==> config.mk <==
export PLATFORM = sky130hd
export DESIGN_NAME = rr_select_arbiter32
export DESIGN_NICKNAME = d
export VERILOG_FILES = /design/src/rtl/rr_select_arbiter32.sv
export SDC_FILE = /design/constraint.sdc
export NUM_CORES = 1
export LEC_CHECK = 0
export CAP_MARGIN = 30
export CELL_PAD_IN_SITES_DETAIL_PLACEMENT = 0
export CELL_PAD_IN_SITES_GLOBAL_PLACEMENT = 1
export CORE_MARGIN = 2
export CORE_UTILIZATION = 56
export DETAILED_ROUTE_END_ITERATION = 8
export DONT_BUFFER_PORTS = 1
export PLACE_DENSITY = 0.88
export RECOVER_POWER = 25
export SYNTH_ARGS = -nofsm -noshare
export SYNTH_HDL_FRONTEND = slang
export SYNTH_SLANG_ARGS = --single-unit
==> constraint.sdc <==
create_clock -name clk -period 14.9 [get_ports clk]
set_clock_uncertainty 0.2 [all_clocks]
set_input_delay 2.235 -clock clk [delete_from_list [all_inputs] [get_ports clk]]
set_output_delay 2.235 -clock clk [all_outputs]
set_load 0.01 [all_outputs]
==> src/rtl/rr_select_arbiter32.sv <==
// Round-robin arbiter over 32 request lines. Produces a registered binary
// select and one-hot grant for a downstream 32:1 mux, held stable behind a
// valid/ready handshake, with an optional timeout that withdraws a grant the
// consumer never accepts.
module rr_select_arbiter32 #(
  parameter int unsigned TIMEOUT = 0  // 0 disables the timeout; legal 0..255
) (
  input  logic        clk,
  input  logic        rst,
  input  logic [31:0] req,
  input  logic        sel_ready,
  output logic [4:0]  sel,
  output logic [31:0] grant,
  output logic        sel_valid,
  output logic        timeout
);

  typedef enum logic {
    S_IDLE  = 1'b0,
    S_GRANT = 1'b1
  } state_e;

  state_e      state_q, state_d;
  logic [4:0]  sel_q, sel_d;
  logic [31:0] grant_q, grant_d;
  logic [4:0]  ptr_q, ptr_d;
  logic [7:0]  wait_q, wait_d;
  logic        timeout_q, timeout_d;

  logic [4:0]  pick;
  logic        timeout_hit;

  // Rotating priority search: first set request at or after ptr, mod 32.
  always_comb begin
    pick = ptr_q;
    // Walk from the farthest offset down so the nearest set bit wins last.
    for (int i = 31; i >= 0; i--) begin
      if (req[ptr_q + 5'(i)]) begin
        pick = ptr_q + 5'(i);
      end
    end
  end

  // The wait counter is about to reach TIMEOUT on this edge.
  assign timeout_hit = (TIMEOUT != 0) && ({24'd0, wait_q} + 32'd1 == TIMEOUT);

  // Next-state and next-output logic for the IDLE/GRANT controller.
  always_comb begin
    // NOTE: every target gets a default before the case, so no path leaves a
    // variable unassigned and no latch is inferred.
    state_d   = state_q;
    sel_d     = sel_q;
    grant_d   = grant_q;
    ptr_d     = ptr_q;
    wait_d    = wait_q;
    timeout_d = 1'b0;

    case (state_q)
      S_IDLE: begin
        wait_d = 8'd0;
        if (req != 32'd0) begin
          sel_d   = pick;
          grant_d = 32'd1 << pick;
          state_d = S_GRANT;
        end
      end

      S_GRANT: begin
        if (sel_ready) begin
          // Handshake wins over a simultaneous timeout.
          ptr_d   = sel_q + 5'd1;
          grant_d = 32'd0;
          wait_d  = 8'd0;
          state_d = S_IDLE;
        end else if (timeout_hit) begin
          ptr_d     = sel_q + 5'd1;
          grant_d   = 32'd0;
          wait_d    = 8'd0;
          timeout_d = 1'b1;
          state_d   = S_IDLE;
        end else if (TIMEOUT != 0) begin
          wait_d = wait_q + 8'd1;
        end
      end

      default: state_d = S_IDLE;
    endcase
  end

  // State and output registers with synchronous active-high reset.
  always_ff @(posedge clk) begin
    // NOTE: sequential state uses non-blocking assignments so every flop
    // samples pre-edge values regardless of statement order.
    if (rst) begin
      state_q   <= S_IDLE;
      sel_q     <= 5'd0;
      grant_q   <= 32'd0;
      ptr_q     <= 5'd0;
      wait_q    <= 8'd0;
      timeout_q <= 1'b0;
    end else begin
      state_q   <= state_d;
      sel_q     <= sel_d;
      grant_q   <= grant_d;
      ptr_q     <= ptr_d;
      wait_q    <= wait_d;
      timeout_q <= timeout_d;
    end
  end

  assign sel       = sel_q;
  assign grant     = grant_q;
  assign sel_valid = (state_q == S_GRANT);
  assign timeout   = timeout_q;

endmodule

==> flow_summary_export.csv <==
group,metric,value,unit
run_status,outcome,"completed",
power,switching_share,51.3,%
final_layout,drive_gt1_share,24.1,%
final_layout,diodes,0,
grt,grt_pass1_vias,8317,
logic_synthesis,synthCells,955,
clock_tree,tritoncts,"done",
setup_path,crit_top_cell,"mux2i_1",
final_layout,fillCellCount,1411,
clock_tree,clock_latency,0.27,ns
final_layout,final_area,0.00928,mm²
sta,rsz0062_at_grt,"no",
worst_hold_path,hold_class,"flop to flop",
place,gp_congestion,1.06,
logic_synthesis,synth_area_leader_cell,"mux4_2",
sta,setup_viol,0,
clock_tree,ctsHoldBuffers,0,
logic_synthesis,synth_area_leaders,"mux4_2 26%, dfxtp_1 9.4%, mux2i_1 9.0%",
clock_tree,cts_resized,0,
power,p_int,465,µW
logic_synthesis,syn_area,0.00914,mm²
power,p_leak,3.14,nW
logic_synthesis,synth_top_family_by_area,"multiplexers",
drt,num_vias,8952,
power,p_sw,489,µW
sta,worstMarginPinSlew,1.10,ns
setup_path,end_kind,"flop",
clock_tree,cts_root_buf,"clkbuf_16",
logic_synthesis,yosysWarnings,0,
final_layout,areaGrowthSynthToFinish,1.48,%
drt,drtIter0Drc,1358,
logic_synthesis,yosys.area_share.xor_xnor,3.71,%
logic_synthesis,yosys.area_share.simple,13.0,%
die,std_cell_rows,46,
setup_path,critical_path_required,14.92,ns
logic_synthesis,ys_types,86,
logic_synthesis,synth-seq-cells,43,
sta,finalHoldViolCount,0,
grt,overflow,0,
die,fp.dieH,132,µm
drt,drc_errors,0,
logic_synthesis,synth_ff_type,"dfxtp_1",
setup_path,crit_buf_inv,2,
power,power.density,103,mW/mm²
final_layout,layoutNonFillerInstCount,1109,
sta,fin_setup_tns,0,ns
drt,dr.pass1.iters,6,
clock_tree,cts_buffers,5,
power,combPwrFrac,75.5,%
setup_path,slowest_delay,0.87,ns
die,pin_count,74,
logic_synthesis,synth_top_area_share,25.6,%
power,power_frac_clock,10.7,%
setup_path,cp_cell_sequence,"clkinv_1 > ha_2 > buf_4 > mux4_2 > mux2i_1 > mux2i_1 > a22o_1 > a2111oi_0 > o311ai_1 > a21oi_1 > o211ai_1 > nor3_1 > nor2b_1 > a32o_1",
grt,antenna_found_initial,1,
sta,timing.slew.headroom,26.8,%
logic_synthesis,post_synth.cell_area_avg,9.57,µm²
setup_path,cp.arrival,7.04,ns
setup_path,cpLargestDelayFamily,"compound AO/OA/AOI/OAI gates",
final_layout,fin_nets,941,
place,placed_cells,1101,
place,port_buffers,0,
drt,detail-route-antenna-nets,0,
grt,grt_pass1_wl,52300,µm
logic_synthesis,synth_compound_area_share,20.7,%
logic_synthesis,mappedNetlistNets,1004,
logic_synthesis,synth_mux_area_share,45.2,%
clock_tree,clkSinkCount,43,
drt,vias_per_cell,8.07,
die,die_x,132,µm
place,placed_cell_area,0.00914,mm²
setup_path,critPathLaunchType,"flop",
die,initial_core_util,57.3,%
power,finalPower,953,µW
logic_synthesis,synthAdderAreaFrac,1.92,%
sta,maxSlewViolCount,0,
sta,fin_crit,7.02,ns
clock_tree,post_cts_buffers,0,
logic_synthesis,async_flop_share,0,%
clock_tree,path_clk_slew,0.06,ns
logic_synthesis,ys_seq_area_share,9.42,%
power,ir_worst_vdd,0.0984,mV
clock_tree,cts_max_path_buffers,2,
logic_synthesis,synth_edf_count,0,
power,power_frac_seq,13.8,%
setup_path,path_class,"flop to flop",
sta,finalCritPeriodShare,47.1,%
place,place_hpwl,25100,µm
die,die-area,0.0174,mm²
setup_path,critical_path.slowest_cell,"ha_2",
grt,grt_max_degree,62,
grt,grt_usage,38.9,%
drt,wl_per_cell,30.9,µm
setup_path,crit_fanout,36,
drt,routed_wl,34300,µm
flow_run,cap_violations,0,
clock_tree,htree_num_levels,2,
die,core,0.0159,mm²
sta,fmax,0.142,GHz
## logic make-up (layout without fill, tap and decap cells)
logic type / Yosys count / in the layout
muxes: 251 / 251
AOI/OAI and AO/OA: 249 / 249
and+or+nand+nor: 246 / 246
buffers and inverters: 114 / 52
DFF: 43 / 43
xor gates and xnor gates: 37 / 37
adders and majority gates: 14 / 14
other: 1 / 1
## path summary, 6_finish.rpt
check | start | endpoint | slack [ns] | cells after the start
worst max-delay path | ptr_q[1]$_SDFFE_PP0P_ | grant[31]$_SDFFE_PP0P_ | 7.88 | 14
worst min-delay path | grant[13]$_SDFFE_PP0P_ | grant[13]$_SDFFE_PP0P_ | 0.31 | 2
worst max register to register | ptr_q[1]$_SDFFE_PP0P_ | grant[31]$_SDFFE_PP0P_ | 7.88 | 14
worst min register to register | grant[13]$_SDFFE_PP0P_ | grant[13]$_SDFFE_PP0P_ | 0.31 | 2
## flip-flops by register name, indices dropped and copies added, names as in the netlist
register / flops
ptr_q: 5
grant: 32
sel_valid: 1
sel: 5
## worst register-to-register path, cell delays in order (launching register included)
cell	delay, ns
dfxtp_4	0.53
clkinv_1	0.72
ha_2	0.87
buf_4	0.52
mux4_2	0.52
mux2i_1	0.28
mux2i_1	0.16
a22o_1	0.32
a2111oi_0	0.82
o311ai_1	0.28
a21oi_1	0.28
o211ai_1	0.34
nor3_1	0.46
nor2b_1	0.45
a32o_1	0.22
## per-layer routing
layer  wire length, µm  vias up  GRT usage, %
li1                  -     3726             -
met1             12800     4294          55.6
met2             14400      819          55.8
met3              5560      111          12.5
met4              1470        2          13.2
met5                17        -             0
## cells in the final DEF, fill, tap and decap left out, drive strengths merged, types with 17 or more instances in the layout
master,count
buf,23
nand3,20
nor2,60
o21ai,41
mux4,118
mux2i,87
nor3,22
inv,20
mux2,46
a211oi,17
a21oi,40
xnor2,29
nand2,67
dfxtp,43
a32o,25
## through the flow
stage          setup WS (ns)  utilization [%]  hold WS [ns]
2_1_floorplan           9.06                -         0.275
5_1_grt                 7.74             58.2         0.325
6_report                7.88             58.2         0.305
4_1_cts                 8.26             58.2         0.306
3_5_place_dp            8.29             57.3         0.296
3_3_place_gp            8.41             57.2         0.295
## cell type report
| cell class | instances | area [µm²] | area share [%] |
|---|---|---|---|
| clock inverters | 2 | 12.5 | 0.135 |
| multi-input cells | 798 | 7740 | 83.4 |
| flip-flops and latches | 43 | 868 | 9.36 |
| well taps | 216 | 270 | 2.91 |
| repair buffers | 23 | 180 | 1.94 |
| clock buffers | 6 | 129 | 1.39 |
| inverters | 21 | 78.8 | 0.850 |
## power by group through the flow
stage                     logic [mW]  registers [mW]  clock network, mW
final                          0.719           0.132              0.102
after global routing           0.749           0.132              0.109
after CTS                      0.686           0.131              0.104
after detailed placement       0.682           0.134                  0
after global placement         0.683           0.134                  0
after floorplan                0.518           0.131                  0
## synth_stat cells, types with 22 or more instances
| library cell | number |
|---|---|
| nor2_1 | 60 |
| nand2_1 | 67 |
| nor3_1 | 22 |
| mux2i_1 | 82 |
| clkbuf_1 | 51 |
| a32o_1 | 25 |
| mux4_2 | 104 |
| a21oi_1 | 39 |
| xnor2_1 | 27 |
| dfxtp_1 | 43 |
| mux2_2 | 45 |
| o21ai_0 | 36 |
Note: power is estimated with default switching activity, not from simulation.
